### src/rtl/game_pkg.sv
// Shared side-scroller game constants and types.
// Used by obstacle_manager, vga_screen_pic and the collision checker.
package game_pkg;

  typedef enum logic [1:0] {
    GM_INITIAL = 2'b00,
    GM_INGAME  = 2'b01,
    GM_PAUSED  = 2'b10,
    GM_ENDED   = 2'b11
  } gamemode_t;

  localparam int NUM_OBS     = 10;
  localparam int SCREEN_W    = 640;
  localparam int UPPER_BOUND = 20;
  localparam int LOWER_BOUND = 460;

  localparam logic [15:0] LFSR_SEED = 16'hACE1;

endpackage

### src/rtl/lfsr16.sv
// 16-bit Fibonacci LFSR, taps 16,14,13,11, shifting left.
// Advances only when en is high; never reaches zero from a nonzero seed.
module lfsr16 #(
  parameter logic [15:0] SEED = 16'hACE1
) (
  input  logic        clk,
  input  logic        rst,
  input  logic        en,
  output logic [15:0] q
);

  logic fb;

  assign fb = q[15] ^ q[13] ^ q[12] ^ q[10];

  // shift register with feedback entering at bit 0
  always_ff @(posedge clk) begin
    if (rst) begin
      q <= SEED;
    end else if (en) begin
      q <= {q[14:0], fb};
    end
  end

endmodule

### src/rtl/obstacle_manager.sv
// Owns the obstacle slots: scrolls, retires and spawns them once per frame.
// Inactive slots hold all-zero coordinates so the drawer sees empty boxes.
module obstacle_manager #(
  parameter int NUM_OBS        = game_pkg::NUM_OBS,
  parameter int SPEED          = 2,
  parameter int SPAWN_INTERVAL = 90,
  parameter int OBS_WIDTH      = 40,
  parameter int SCREEN_W       = game_pkg::SCREEN_W,
  parameter int UPPER_BOUND    = game_pkg::UPPER_BOUND,
  parameter int LOWER_BOUND    = game_pkg::LOWER_BOUND,
  parameter int MIN_H          = 40
) (
  input  logic               clk,
  input  logic               rst,
  input  logic [1:0]         gamemode,
  input  logic               frame_tick,
  output logic [9:0]         obstacle_x_game_left  [NUM_OBS],
  output logic [9:0]         obstacle_x_game_right [NUM_OBS],
  output logic [8:0]         obstacle_y_game_up    [NUM_OBS],
  output logic [8:0]         obstacle_y_game_down  [NUM_OBS],
  output logic [NUM_OBS-1:0] active
);

  localparam logic [9:0] SPD  = 10'(SPEED);
  localparam logic [9:0] SP_L = 10'(SCREEN_W);
  localparam logic [9:0] SP_R = 10'(SCREEN_W + OBS_WIDTH);
  localparam logic [6:0] LAST = 7'(SPAWN_INTERVAL - 1);

  game_pkg::gamemode_t gm;
  logic               clear;
  logic               tick;
  logic               spawn;
  logic               free_any;
  logic [NUM_OBS-1:0] act;
  logic [NUM_OBS-1:0] sel;
  logic [6:0]         spawn_cnt;
  logic [15:0]        rnd;
  logic [8:0]         h;
  logic [8:0]         sp_up;
  logic [8:0]         sp_down;
  logic               unused_rnd;

  assign gm         = game_pkg::gamemode_t'(gamemode);
  assign clear      = (gm == game_pkg::GM_INITIAL);
  assign tick       = (gm == game_pkg::GM_INGAME) && frame_tick;
  assign spawn      = tick && (spawn_cnt == LAST) && free_any;
  assign active     = act;
  assign unused_rnd = ^rnd[15:8];

  lfsr16 #(
    .SEED (game_pkg::LFSR_SEED)
  ) u_lfsr (
    .clk (clk),
    .rst (rst),
    .en  (spawn),
    .q   (rnd)
  );

  // lowest free slot, judged on the mask from before this tick
  always_comb begin
    sel      = '0;
    free_any = 1'b0;
    for (int i = 0; i < NUM_OBS; i++) begin
      if (!act[i] && !free_any) begin
        sel[i]   = 1'b1;
        free_any = 1'b1;
      end
    end
  end

  // spawn geometry from the current LFSR value
  always_comb begin
    h = 9'(MIN_H) + 9'(rnd[6:0]);
    if (rnd[7]) begin
      sp_up   = 9'(LOWER_BOUND) - h;
      sp_down = 9'(LOWER_BOUND);
    end else begin
      sp_up   = 9'(UPPER_BOUND + 1);
      sp_down = 9'(UPPER_BOUND + 1) + h;
    end
  end

  // frame counter pacing spawn attempts; wraps even if spawn is dropped
  always_ff @(posedge clk) begin
    if (rst || clear) begin
      spawn_cnt <= '0;
    end else if (tick) begin
      spawn_cnt <= (spawn_cnt == LAST) ? '0 : spawn_cnt + 7'd1;
    end
  end

  for (genvar i = 0; i < NUM_OBS; i++) begin : g_slot
    logic       v;
    logic [9:0] l;
    logic [9:0] r;
    logic [8:0] u;
    logic [8:0] d;

    // per-slot spawn landing, scroll with saturating left, retire
    always_ff @(posedge clk) begin
      if (rst || clear) begin
        v <= 1'b0;
        l <= '0;
        r <= '0;
        u <= '0;
        d <= '0;
      end else if (tick) begin
        if (spawn && sel[i]) begin
          v <= 1'b1;
          l <= SP_L;
          r <= SP_R;
          u <= sp_up;
          d <= sp_down;
        end else if (v) begin
          if (r <= SPD) begin
            v <= 1'b0;
            l <= '0;
            r <= '0;
            u <= '0;
            d <= '0;
          end else begin
            r <= r - SPD;
            l <= (l >= SPD) ? l - SPD : '0;
          end
        end
      end
    end

    assign act[i]                   = v;
    assign obstacle_x_game_left[i]  = l;
    assign obstacle_x_game_right[i] = r;
    assign obstacle_y_game_up[i]    = u;
    assign obstacle_y_game_down[i]  = d;
  end

endmodule

### config.mk
export PLATFORM = sky130hd
export DESIGN_NAME = obstacle_manager
export DESIGN_NICKNAME = d
export VERILOG_FILES = /design/src/rtl/game_pkg.sv /design/src/rtl/lfsr16.sv /design/src/rtl/obstacle_manager.sv
export SDC_FILE = /design/constraint.sdc
export NUM_CORES = 1
export LEC_CHECK = 0
export BUFFER_PORTS_ARGS = -buffer_cell sky130_fd_sc_hd__buf_2
export CELL_PAD_IN_SITES_DETAIL_PLACEMENT = 2
export CELL_PAD_IN_SITES_GLOBAL_PLACEMENT = 2
export CORE_MARGIN = 2
export CORE_UTILIZATION = 35
export CTS_CLUSTER_DIAMETER = 60
export DETAILED_ROUTE_END_ITERATION = 12
export HOLD_SLACK_MARGIN = 0.06
export PLACE_DENSITY = 0.95
export SYNTH_ARGS = -nofsm -noshare
export SYNTH_HDL_FRONTEND = slang
export SYNTH_SLANG_ARGS = --single-unit
### constraint.sdc
create_clock -name clk -period 7.2 [get_ports clk]
set_input_delay 0.72 -clock clk [delete_from_list [all_inputs] [get_ports clk]]
set_output_delay 0.72 -clock clk [all_outputs]
set_load 0.05 [all_outputs]
* Word-level counts from Yosys, hierarchy flattened *
Index checks and enable logic that the tools add are counted.

storage, ports and cells
  register bits after elaboration = 413
  input bits = 5
  output and inout port bits = 390
  logic and storage cells = 344

cells by class
  add/subtract/negate cells = 24
  $lt $le $gt $ge = 20
  eq/ne operators = 2
  muxes and demuxes = 162
  bitwise gates (word level) = 3
  reductions and logical operators = 81

operators with widths
  operator               count
  $mux 10                70
  $mux 9                 42
  $sub 10x2->10 const B  20
  $ge 10x2->1 const B    10
  $le 10x2->1 const B    10
  $mux 1                 49
  $reduce_bool 2->1      20
  $reduce_and 3->1       10
  $logic_and 1x1->1      22
  $reduce_and 2->1       10
  $logic_not 1->1        17
  $add 5x8->9 const A    1
  $sub 9x8->9 const A    1
  $add 6x7->8 const A    1
  $add 7x1->7 const B    1
  $eq 7x7->1 const B     1
  $mux 7                 1
  $xor 1x1->1            3
  $eq 2x1->1 const B     1
  $logic_not 2->1        1
  $logic_or 1x1->1       1

* Depth between registers and ports, before layout *
Gate-level depths: netlist of the first run.

  depth after elaboration = 31
  depth in mapped cells = 12
  gate-level depth less buffers = 7

* Cells and area by module *
From an unflattened synthesis of the first run, not the netlist that was laid out.

unflattened totals
  cell total of the unflattened synthesis = 1,976
  area, all modules = 17,535.6 µm²

by module, submodules not included
  module            times used  cells each  area each (µm²)
  obstacle_manager  1           1,921       16,916.2
  lfsr16            1           55          619.3

* Worst setup path before layout of the first run *
OpenSTA, ideal clock, no wires.

  path kind = input -> register
  start point = input frame_tick
  end point = register g_slot[6].d[4]
  setup time = 117 ps
  data arrival time = 2,497 ps
  data required time = 7,083 ps
  slack = 4,586 ps
  cell stages on the path = 11
  buffers on the path = 6
  cell sequence = buf_4 > and3b_1 > buf_4 > nand3_4 > buf_6 > or4_4 > buf_6 > and3_4 > buf_6 > buf_6 > a22o_1

on the way
  cells in the longest elaborated chain, start to end = 6
  elaborated cells on any way between the ends = 8
  those cells by class = mux (1); reduce/logical (7)

RTL lines
  item                            line                     text
  from (decl)                     obstacle_manager.sv:16   input logic frame_tick,
  $logic_and 1x1->1 *             obstacle_manager.sv:45   assign tick = (gm == game_pkg::GM_INGAME) && frame_tick;
  $logic_and 1x1->1 (2 in a row)  obstacle_manager.sv:46   assign spawn = tick && (spawn_cnt == LAST) && free_any;
  $logic_and 1x1->1               obstacle_manager.sv:108  if (spawn && sel[i]) begin
  $reduce_bool 2->1 (no line)     --
  $reduce_and 3->1 (no line)      --
  to (signal assigned)            obstacle_manager.sv:113  d <= sp_down;
  to (decl)                       obstacle_manager.sv:97   logic [8:0] d;

Mark *: on every way between the ends. The rest lies on a longest branch, timed or not.
A chain may end at the register's enable or synchronous reset.

* Worst setup path after layout of the first run *
  start point = input gamemode[0]
  end point = register g_slot[1].u[3]

on the way
  cells in the longest elaborated chain, start to end = 7
  elaborated cells on any way between the ends = 11
  those cells by class = eq/ne (1); mux (1); reduce/logical (9)

RTL lines
  item                            line                     text
  from (decl)                     obstacle_manager.sv:15   input logic [1:0] gamemode,
  $eq 2x1->1                      obstacle_manager.sv:45
  $logic_and 1x1->1               obstacle_manager.sv:45
  $logic_and 1x1->1 (2 in a row)  obstacle_manager.sv:46
  $logic_and 1x1->1               obstacle_manager.sv:108
  $reduce_bool 2->1 (no line)     --
  $reduce_and 3->1 (no line)      --
  to (signal assigned)            obstacle_manager.sv:112  u <= sp_up;
  to (decl)                       obstacle_manager.sv:96   logic [8:0] u;

Several ways; a longest one is shown, not always the timed one.

==> impl_results.md, run 1 <==
- Compound-gate portion of the synthesized area: 0.1941
- Clk_lat worst skew: 610 ps
- CTS HTree Levels: 2
- Initial Util: 0.3540
- Vias/cell: 5.933
- First-pass GRT wire length: roughly 120000 um
- Ys async rst share: 0
- Initial antenna violation count: 2
- Post-CTS Setup Bufs: 0
- DRC violations left: 0
- Clock Pin Slew Worst Setup and Hold Paths: approximately 60 ps
- CTS Buf Count: between 40 and 50
- Post-synth design cell area: between 0.015 and 0.02 mm2
- Post-Syn Instances: 1951
- Cell Chain, Critical Path: buf_2, and3b_2, nand3_4, nor3_2, nor2_1, a22o_1
- Detailed Place HPWL: between 50000 and 60000 um
- Seq/Total Area, Yosys: 0.4550
- Main combinational cell family by area after synthesis: simple AND/OR/NAND/NOR gates
- Placer Congestion: around 0.87
- Share of layout cells above drive strength 1: 0.2347
- Tot Pwr: 4.922 mW
- Hold Crit Class: reg2reg
- CP max-delay cell: nor3_2
- Vias: roughly 18000
- Xor and xnor area share after synthesis: 0.05014
- WL per Instance: 27.39 um
- Drt initial violations: between 900 and 1000
- Post-synth EDFFs: 0
- Reg power frac: 0.442
- WP data required: a little under 8000 ps
- Post-route setup TNS: 0 ps
- Netlist cell types: 84
- Cts hold-fix bufs: 0
- Cell row count: 81
- Die area: ~0.05 mm2
- Combinational power share: 0.031
- Drt pass-1 iters: 5
- Maxcap violations: 0
- Leakage: around 9 nW
- Clock Tree Root: clkbuf_16
- Synth Area in Simple Gates: 0.2150
- Outcome: finished clean
- Largest net degree at the start of global routing: 52
- Total track usage: 0.3120
- Internal power: about 3.7 mW
- Worst-Margin Slew: around 1300 ps
- Final setup fails: 0
- Vias in the first global route: 19190
- CP Buf/Inv Count: 1
- Clock sink count: 393
- Slew headroom: 0.1592
- Port Buf Inserts: 374
- P&R area growth vs syn: 23.31%
- Routed wire length: 81690 um
- Startpoint types: input pin
- Fmax: about 270 MHz
- I/O Pins: roughly 400
- Switching Fraction: 0.2394
- Final slew viol count: 0
- YS warnings: 0
- Clock share of power: 0.527
- Post-DRT Antenna Nets: 0
- Worst ir drop on vdd: slightly below 0.2 mV
- Multiplexer share of the synthesized area: 0.009334
- Syn Area/Cell: ~8.9 um2
- Adder-Cell Fraction of Synth Area: 0.01954
- Layout net count: between 2000 and 2500
- Synth Flop Type: dfxtp_1
- WP data arrival: about 4100 ps
- Final hold viol count: 0
- CTS tree: done
- RSZ-0062 raised after global routing: false
- #FFs+latches synth: just under 400
- Number of buffers on the longest clock path: 3
- CP Max Fanout: 33
- Die outline width: roughly 230 um
- CORE AREA: between 0.04 and 0.05 mm2
- Sw power: 1.179 mW
- CP endpoint kind: flop
- Aggregate global routing overflow: 0
- Die height: 226.3 um
- Critical path's top delay family: simple AND/OR/NAND/NOR gates
- Final Skew: ~31 ps
- Setup Crit Path Kind: in2reg
- Period minus WS final: roughly 3600 ps
- PwrDens: about 230 mW/mm2
- CP max stage delay: 1000 ps
- Crit share post-route: 0.5053
- Post_cts resized: 0
[state kept, by name, summed over array words and instances, names as in the netlist]
| signal | flops |
|---|---|
| g_slot.v | 10 |
| spawn_cnt | 7 |
| g_slot.r | 90 |
| g_slot.u | 90 |
| u_lfsr.q | 16 |
| g_slot.d | 90 |
| g_slot.l | 90 |
[layout make-up]
class                           count  area (um2)
Fill cell                        5428       27530
Timing Repair Buffer              404        2097
Clock inverter                     17       246.5
Inverter                           71       266.5
Sequential cell                   393        7868
Multi-Input combinational cell   1365        8606
Tap cell                          664       830.8
Clock buffer                       68        1408
Antenna cell                        1       2.502
[cells by family after synthesis]
logic type | Yosys count
AOI/OAI and AO/OA | 484
and+or+nand+nor | 719
DFF | 393
muxes | 16
other | 1
buffers and inverters | 212
adders and majority gates | 27
xor gates and xnor gates | 99
[worst reg2reg max path: cells and delay by family, from the launching register on]
kind	cells	cell delay (ps)
adder cells (fa/ha/maj)	1	200
buffers and inverters	2	580
flip-flops	1	360
AND/OR/NAND/NOR	4	2370
[power by group through the flow]
stage	clock network, mW	logic (mW)	registers, mW
after CTS	2.63	0.150	2.18
final	2.60	0.152	2.18
after global placement	0	0.141	2.22
after floorplan	0	0.105	2.22
after global routing	2.71	0.159	2.17
after detailed placement	0	0.147	2.22
[layout by cell type, fill, tap and decap left out, types with 25 or more instances in the layout]
| cell type | count |
|---|---|
| clkbuf_16 | 49 |
| a211oi_1 | 25 |
| o21ai_0 | 62 |
| dfxtp_1 | 393 |
| a22o_1 | 98 |
| xor2_1 | 33 |
| a31oi_1 | 27 |
| nor3_1 | 49 |
| or3_1 | 39 |
| nand3_1 | 47 |
| nor2_1 | 279 |
| nand2_1 | 92 |
| or4_1 | 36 |
| buf_2 | 374 |
| buf_4 | 30 |
| a21oi_1 | 133 |
| nor4_1 | 40 |
| inv_1 | 69 |
| xnor2_1 | 66 |
| ha_1 | 27 |
[final timing paths]
check / start / endpoint / slack, ps / cells past startpoint
setup / recovery: gamemode[0] / g_slot[1].u[3]$_SDFFE_PP0P_ / 3560 / 6
hold / removal: g_slot[4].u[8]$_SDFFE_PP0P_ / g_slot[4].u[8]$_SDFFE_PP0P_ / 470 / 1
setup reg to reg: spawn_cnt[1]$_SDFFE_PP0P_ / g_slot[9].l[2]$_SDFFE_PP0P_ / 3590 / 7
hold reg to reg: g_slot[4].u[8]$_SDFFE_PP0P_ / g_slot[4].u[8]$_SDFFE_PP0P_ / 470 / 1
[layer usage]
metal  routed length, um  GRT usage  up-vias
li1                    -          -     7703
met1               32520     0.3683     9109
met2               40670     0.5440      642
met3                4447    0.05779      243
met4                4034     0.1511        2
met5                  14          0        -
[metrics by stage]
step	setup WS (ps)	util	cell area [um2]	instances	hold WS (ps)
after detailed placement	3151	0.4026	19670	2897	454.2
after global routing	3403	0.4365	21320	2983	483.3
after CTS	3674	0.4365	21320	2982	468.1
after floorplan	4586	-	17360	1970	434.7
final	3562	0.4365	21320	2983	468.9
after global placement	3475	0.4026	19670	2897	436.8
[cell usage after synthesis (all sizes together), types with 5 or more instances]
cell / instances / area share
dfxtp: 393 / 0.45
nor2: 279 / 0.061
a21oi: 133 / 0.038
a22o: 98 / 0.050
nand2: 93 / 0.020
clkbuf: 78 / 0.017
inv: 71 / 0.015
o21ai: 66 / 0.019
xnor2: 66 / 0.033
buf: 63 / 0.024
nor3: 59 / 0.018
nand3: 49 / 0.015
nor4: 46 / 0.018
or3: 39 / 0.014
or4: 38 / 0.017
xor2: 33 / 0.017
a31oi: 27 / 0.0098
ha: 27 / 0.020
a211oi: 25 / 0.011
nand4: 17 / 0.0061
and3: 15 / 0.0057
mux2i: 15 / 0.0087
nand4b: 15 / 0.0076
o22ai: 15 / 0.0054
a2bb2oi: 13 / 0.0066
a32o: 12 / 0.0069
o211ai: 12 / 0.0052
or2: 12 / 0.0043
nand3b: 10 / 0.0043
o2bb2ai: 9 / 0.0046
o31ai: 9 / 0.0042
a211o: 8 / 0.0041
and2: 8 / 0.0029
a21o: 6 / 0.0026
a311oi: 6 / 0.0030
nand2b: 6 / 0.0022
nor4b: 6 / 0.0039
o41ai: 6 / 0.0030
or3b: 6 / 0.0030
or4b: 5 / 0.0029
No activity file was read; power rests on OpenSTA's default activity.
==> run 2, diff against run 1 <==
- CORE_UTILIZATION: 35 -> 32
- PLACE_DENSITY: 0.95 -> 0.88
- clock period: 7.2 -> 3.6 ns (I/O delays scaled with it)
==> run 2 against run 1 <==
Net effect:
- combinational power increased by 100%
- power increased by 100%
- core utilization decreased by 3.1 points
- final cell count increased by 2.3%
- die area increased by 9.2%
- critical endpoint is now g_slot[7].d[0]$_SDFFE_PP0P_
==> impl_results.md, run 2 (synthesized netlist as in run 1, its figures left out) <==
- Setup Crit Path Kind: reg2reg
- Largest net degree at the start of global routing: 39 (-25%)
- Vias/cell: 5.670 (-4.4%)
- Final slew viol count: 0 (unchanged)
- Crit path from: spawn_cnt[0]$_SDFFE_PP0P_
- Die height: 236.5 um (+4.5%)
- Critical path's top delay family: simple AND/OR/NAND/NOR gates
- FF-to-FF path depth: 6 (-1)
- Aggregate global routing overflow: 0 (unchanged)
- I/O Pins: 395 (unchanged)
- Crit share post-route: 0.8932
- CP max stage delay: 790 ps (-210 ps)
- Initial antenna violation count: 2 (unchanged)
- Final Skew: 30.50 ps (-0.9574 ps)
- Fin cells: 3053 (+2.3%)
- CTS Buf Count: 50 (+2.0%)
- First-pass GRT wire length: 118500 um (-3.5%)
- Placer Congestion: 0.8996 (+3.4%)
- Initial Util: 0.3226 (-0.03138)
- Slew headroom: 0.1218 (-0.03744)
- Most common cell after layout, fill and taps aside: dfxtp_1
- Cell row count: 85 (+4.9%)
- Clock sink count: 393 (unchanged)
- DRC violations left: 0 (unchanged)
- Period minus WS final: around 3200 ps
- Worst R2R Start: spawn_cnt[0]$_SDFFE_PP0P_
- Drt pass-1 iters: 5 (unchanged)
- Reg-to-reg slack, setup: 380 ps (-3210 ps)
- Commonest cells after routing, fill and taps aside: 393 x dfxtp_1, 374 x buf_2, 278 x nor2_1
- WP data arrival: 3710 ps (-420 ps)
- Worst ir drop on vdd: 0.3439 mV (+78%)
- CP endpoint kind: flop
- CTS HTree Levels: 2 (unchanged)
- Maxcap violations: 0 (unchanged)
- RSZ-0062 raised after global routing: false
- Post_cts resized: 0 (unchanged)
- Vias: 17310 (-2.2%)
- Die area: 0.05592 mm2 (+9.2%)
- RR Endpoint: g_slot[7].d[0]$_SDFFE_PP0P_
- WP data required: 4100 ps (-3590 ps)
- Layout net count: 2345 (+1.3%)
- CP Max Fanout: 20 (-39%)
- Leakage: 9.276 nW (+2.3%)
- Port Buf Inserts: 374 (unchanged)
- Die outline width: 236.5 um (+4.5%)
- Worst-Margin Slew: 1304 ps (+47.02 ps)
- Drt initial violations: 825 (-16%)
- Clock Pin Slew Worst Setup and Hold Paths: 60 ps (about the same)
- Fmax: between 300 and 400 MHz
- Share of layout cells above drive strength 1: 0.2471 (+0.01245)
- Worst setup path endpoint: g_slot[7].d[0]$_SDFFE_PP0P_
- Vias in the first global route: 18950 (-1.3%)
- Clock Tree Root: clkbuf_16
- WL per Instance: 25.51 um (-6.9%)
- Cts hold-fix bufs: 0 (unchanged)
- Number of buffers on the longest clock path: 3 (unchanged)
- Hold Crit Class: in2reg
- P&R area growth vs syn: 25.60%
- Post-DRT Antenna Nets: 0 (unchanged)
- CTS tree: done
- PwrDens: 463.5 mW/mm2 (+100%)
- Post-CTS Setup Bufs: 0 (unchanged)
- Total track usage: 0.2720 (-0.04002)
- Outcome: finished clean
- CP max-delay cell: or4_1
- Placed Cells: 2957 (+2.1%)
- Clk_lat worst skew: 620 ps (about the same)
- Final hold slack: 164.5 ps (-304.4 ps)
- Final setup fails: 0 (unchanged)
- Final hold viol count: 0 (unchanged)
- Detailed Place HPWL: 55400 um (-1.2%)
- Startpoint types: flop
- Routed wire length: 77870 um (-4.7%)
- Post-route setup TNS: 0 ps (unchanged)
- Cell Chain, Critical Path: ha_1, and4bb_1, nand3_4, or4_1, and3_1, a22o_1
- Instance count on the critical path: 6 (unchanged)
- CORE AREA: 0.05360 mm2 (+9.7%)
- CP Buf/Inv Count: 0 (-1)
[run 2: cell count changes in the layout (fill, tap and decap cells not counted), moves of 2 or more]
cell,delta
buf_4,+28
clkinv_2,+3
inv_6,-3
clkbuf_1,+2
clkbuf_8,+2
clkinv_4,+2
[run 2: power by group]
part / leakage [nW] / internal [mW] / switching [mW]
clock network: 0.876 / 3.28 / 2.13
logic: 5.24 / 0.0552 / 0.256
registers: 3.16 / 4.35 / 0.00123
total: 9.28 / 7.69 / 2.38
[run 2: how the worst min path moves through the flow]
stage                                           start                          end  slack, ps  depth (start not counted)
after floorplan             u_lfsr.q[11]$_SDFFE_PP1P_    u_lfsr.q[11]$_SDFFE_PP1P_        430                          1
after global placement    g_slot[4].d[6]$_SDFFE_PP0P_  g_slot[4].d[6]$_SDFFE_PP0P_        430                          2
after detailed placement  g_slot[1].u[8]$_SDFFE_PP0P_  g_slot[1].u[8]$_SDFFE_PP0P_        440                          1
after CTS                                         rst     u_lfsr.q[3]$_SDFFE_PP0P_        140                          2
after global routing                              rst    u_lfsr.q[12]$_SDFFE_PP0P_        180                          2
final                                             rst     u_lfsr.q[3]$_SDFFE_PP0P_        160                          2
[run 2: cell type report]
class,instances,area (um2)
fillers,6029,31880
multi-input cells,1365,8622
flip-flops and latches,393,7868
repair buffers,432,2307
clock buffers,73,1468
well taps,696,870.8
clock inverters,21,312.8
inverters,71,266.5
diodes,2,5.005
[run 2: worst register-to-register path, stage by stage, from the launching register on]
cell and delay, ps:
dfxtp_1 430, ha_1 240, and4bb_1 430, nand3_4 300, or4_1 800, and3_1 560
a22o_1 360
[run 2: routing by layer]
layer	global-route usage	vias to the layer above	part of all wire
met2	0.4702	536	0.49
met3	0.06342	200	0.062
li1	-	7786	-
met1	0.3153	8790	0.40
met4	0.1344	0	0.049
met5	0	-	0
[run 2: per-stage QoR]
step,instance area (um2),util,setup slack [ps],power (mW)
after floorplan,17360,-,1147,4.656
after global placement,19930,0.3718,616.9,4.744
after detailed placement,19930,0.3718,488.7,4.752
after CTS,21710,0.4050,465.2,10.16
after global routing,21710,0.4051,243.7,10.38
final,21720,0.4052,384.3,10.07
==> run 3, diff against run 2 <==
- BUFFER_PORTS_ARGS: -buffer_cell sky130_fd_sc_hd__buf_2 -> -buffer_cell sky130_fd_sc_hd__buf_4
- CTS_BUF_LIST: not set -> sky130_fd_sc_hd__clkbuf_4 sky130_fd_sc_hd__clkbuf_8 sky130_fd_sc_hd__clkbuf_16
==> run 3 against run 2 <==
Net effect:
- final cell count down 0.23%
- clock-buffer cell count down 12
- design area up 4.2%
- register-to-register slack better by 80 ps
- non-clock buffer count up 4
- sequential power about the same
- largest power group unchanged
- clock skew up 17 ps
- via count down 0.41%
- worst hold slack worse by 66 ps
- first-iteration DRC count up 5.3%
==> impl_results.md, run 3 (synthesized netlist as in run 1, its figures left out) <==
- Outcome: finished clean
- Placed Cells: 2961 (+0.14%)
- Routed wire length: 79100 um (+1.6%)
- Startpoint types: flop
- Final hold viol count: 0 (unchanged)
- Maxcap violations: 0 (unchanged)
- Vias in the first global route: 18840 (-0.54%)
- Setup Crit Path Kind: reg2reg
- RSZ-0062 raised after global routing: false
- Storage element area: 0.007868 mm2 (unchanged)
- Total track usage: 0.2742 (+0.002231)
- Final setup fails: 0 (unchanged)
- Critical path's top delay family: simple AND/OR/NAND/NOR gates
- Clock sink count: 393 (unchanged)
- Port Buf Inserts: 374 (unchanged)
- Multi-input gate area: 0.008616 mm2 (about the same)
- Slew headroom: 0.05627 (-0.06551)
- Pre-CTS setup slack: 528.9 ps (+40.20 ps)
- Post-route setup TNS: 0 ps (unchanged)
- Aggregate global routing overflow: 0 (unchanged)
- PnR worst setup slack: 465.8 ps (+81.47 ps)
- Most common cell after layout, fill and taps aside: buf_4
- Final hold slack: 98.63 ps (-65.87 ps)
- Placer Congestion: 0.8549 (-5.0%)
- CP max-delay cell: or4_1
- Post_cts resized: 0 (unchanged)
- Detailed Place HPWL: 56330 um (+1.7%)
- Number of buffers on the longest clock path: 3 (unchanged)
- Worst ir drop on vdd: 0.3146 mV (-8.5%)
- Post-DRT Antenna Nets: 0 (unchanged)
- CP max stage delay: 790 ps (about the same)
- Fmax: 319.1 MHz (+2.6%)
- Clock Pin Slew Worst Setup and Hold Paths: 70 ps (about the same)
- Crit share post-route: 0.8706 (-0.02263)
- WL per Instance: 25.97 um (+1.8%)
- Leakage: 9.215 nW (-0.65%)
- Vias: 17240 (-0.41%)
- Final slew viol count: 0 (unchanged)
- I/O Pins: 395 (unchanged)
- Vias/cell: 5.660 (-0.18%)
- P&R area growth vs syn: 30.92%
- Worst Hold Path Cells: 2 (unchanged)
- DRC violations left: 0 (unchanged)
- PwrDens: 443.0 mW/mm2 (-4.4%)
- Final Skew: 47.00 ps (+16.51 ps)
- Die outline width: 236.5 um (unchanged)
- Layout filler cell count: 5821 (-3.4%)
- CTS tree: done
- Worst-Margin Slew: 1416 ps (+112.0 ps)
- Largest net degree at the start of global routing: 36 (-7.7%)
- CP endpoint kind: flop
- Fin cells: 3046 (-0.23%)
- Die area: 0.05592 mm2 (unchanged)
- Share of layout cells above drive strength 1: 0.2491 (+0.002014)
- Clk_lat worst skew: 620 ps (about the same)
- Initial antenna violation count: 3 (+1)
- Commonest cells after routing, fill and taps aside: 436 x buf_4, 393 x dfxtp_1, 278 x nor2_1
- First-pass GRT wire length: 119100 um (+0.54%)
- Initial Util: 0.3226 (unchanged)
- Hold Crit Class: in2reg
- CTS HTree Levels: 2 (unchanged)
- Drt initial violations: 869 (+5.3%)
- CP Max Fanout: 16 (-20%)
- Clock Tree Root: clkbuf_16
- Period minus WS final: 3134 ps (-81.47 ps)
- CP Buf/Inv Count: 0 (unchanged)
- Instance count on the critical path: 6 (unchanged)
- Cell row count: 85 (unchanged)
- Post-CTS Setup Bufs: 0 (unchanged)
- Cts hold-fix bufs: 0 (unchanged)
- Die height: 236.5 um (unchanged)
- Layout net count: 2345 (unchanged)
- Drt pass-1 iters: 8 (+3)
- WP data required: 4100 ps (about the same)
- Cell Chain, Critical Path: ha_1, and4bb_1, nand3_4, or4_1, and3_1, a22o_1
- FF-to-FF path depth: 6 (unchanged)
- CORE AREA: 0.05360 mm2 (unchanged)
- WP data arrival: 3640 ps (-70 ps)
- CTS Buf Count: 46 (-8.0%)
## run 3: cell count changes in the layout (fill, tap and decap cells not counted), sizes merged
cell / change
bufinv: +3
clkinvlp: +2
clkinv: -2
inv: -2
buf: +4
clkbuf: -12
## run 3: path summary, 6_finish.rpt
check                                                 start                           to  slack (ps)
worst max-delay path              spawn_cnt[0]$_SDFFE_PP0P_  g_slot[7].d[8]$_SDFFE_PP0P_         470
worst min-delay path                                    rst     u_lfsr.q[2]$_SDFFE_PP0P_         100
worst max register to register    spawn_cnt[0]$_SDFFE_PP0P_  g_slot[7].d[8]$_SDFFE_PP0P_         470
worst min register to register  g_slot[6].d[6]$_SDFFE_PP0P_  g_slot[6].d[6]$_SDFFE_PP0P_         470
## run 3: where the power goes
part / total [mW] / leakage (nW) / switching, mW / internal [mW]
combinational: 0.312 / 5.20 / 0.256 / 0.0557
clock: 5.37 / 0.852 / 2.09 / 3.27
sequential: 4.35 / 3.16 / 0.00108 / 4.35
## run 3: cell type report
| class | instances | share of cell area |
|---|---|---|
| clock inverter | 22 | 0.01802 |
| multi-input combinational | 1365 | 0.3806 |
| timing repair buffer | 436 | 0.1446 |
| inverter | 71 | 0.01177 |
| clock buffer | 61 | 0.05886 |
| antenna | 2 | 0.0002211 |
| sequential | 393 | 0.3475 |
| tap | 696 | 0.03847 |
## run 3: routing by layer
layer / GRT usage / routed length (um) / part of all wire
met1: 0.3190 / 31980 / 0.40
met4: 0.1235 / 3564 / 0.045
met3: 0.06575 / 4771 / 0.060
met5: 0 / 11 / 0.00014
met2: 0.4770 / 38770 / 0.49
## run 3: through the flow
stage | instance area [um2] | power (mW) | util
after global placement | 20890 | 4.743 | 0.3898
after global routing | 22630 | 10.30 | 0.4223
final | 22640 | 10.03 | 0.4224
after floorplan | 17360 | 4.656 | -
after CTS | 22630 | 10.11 | 0.4223
after detailed placement | 20890 | 4.751 | 0.3898
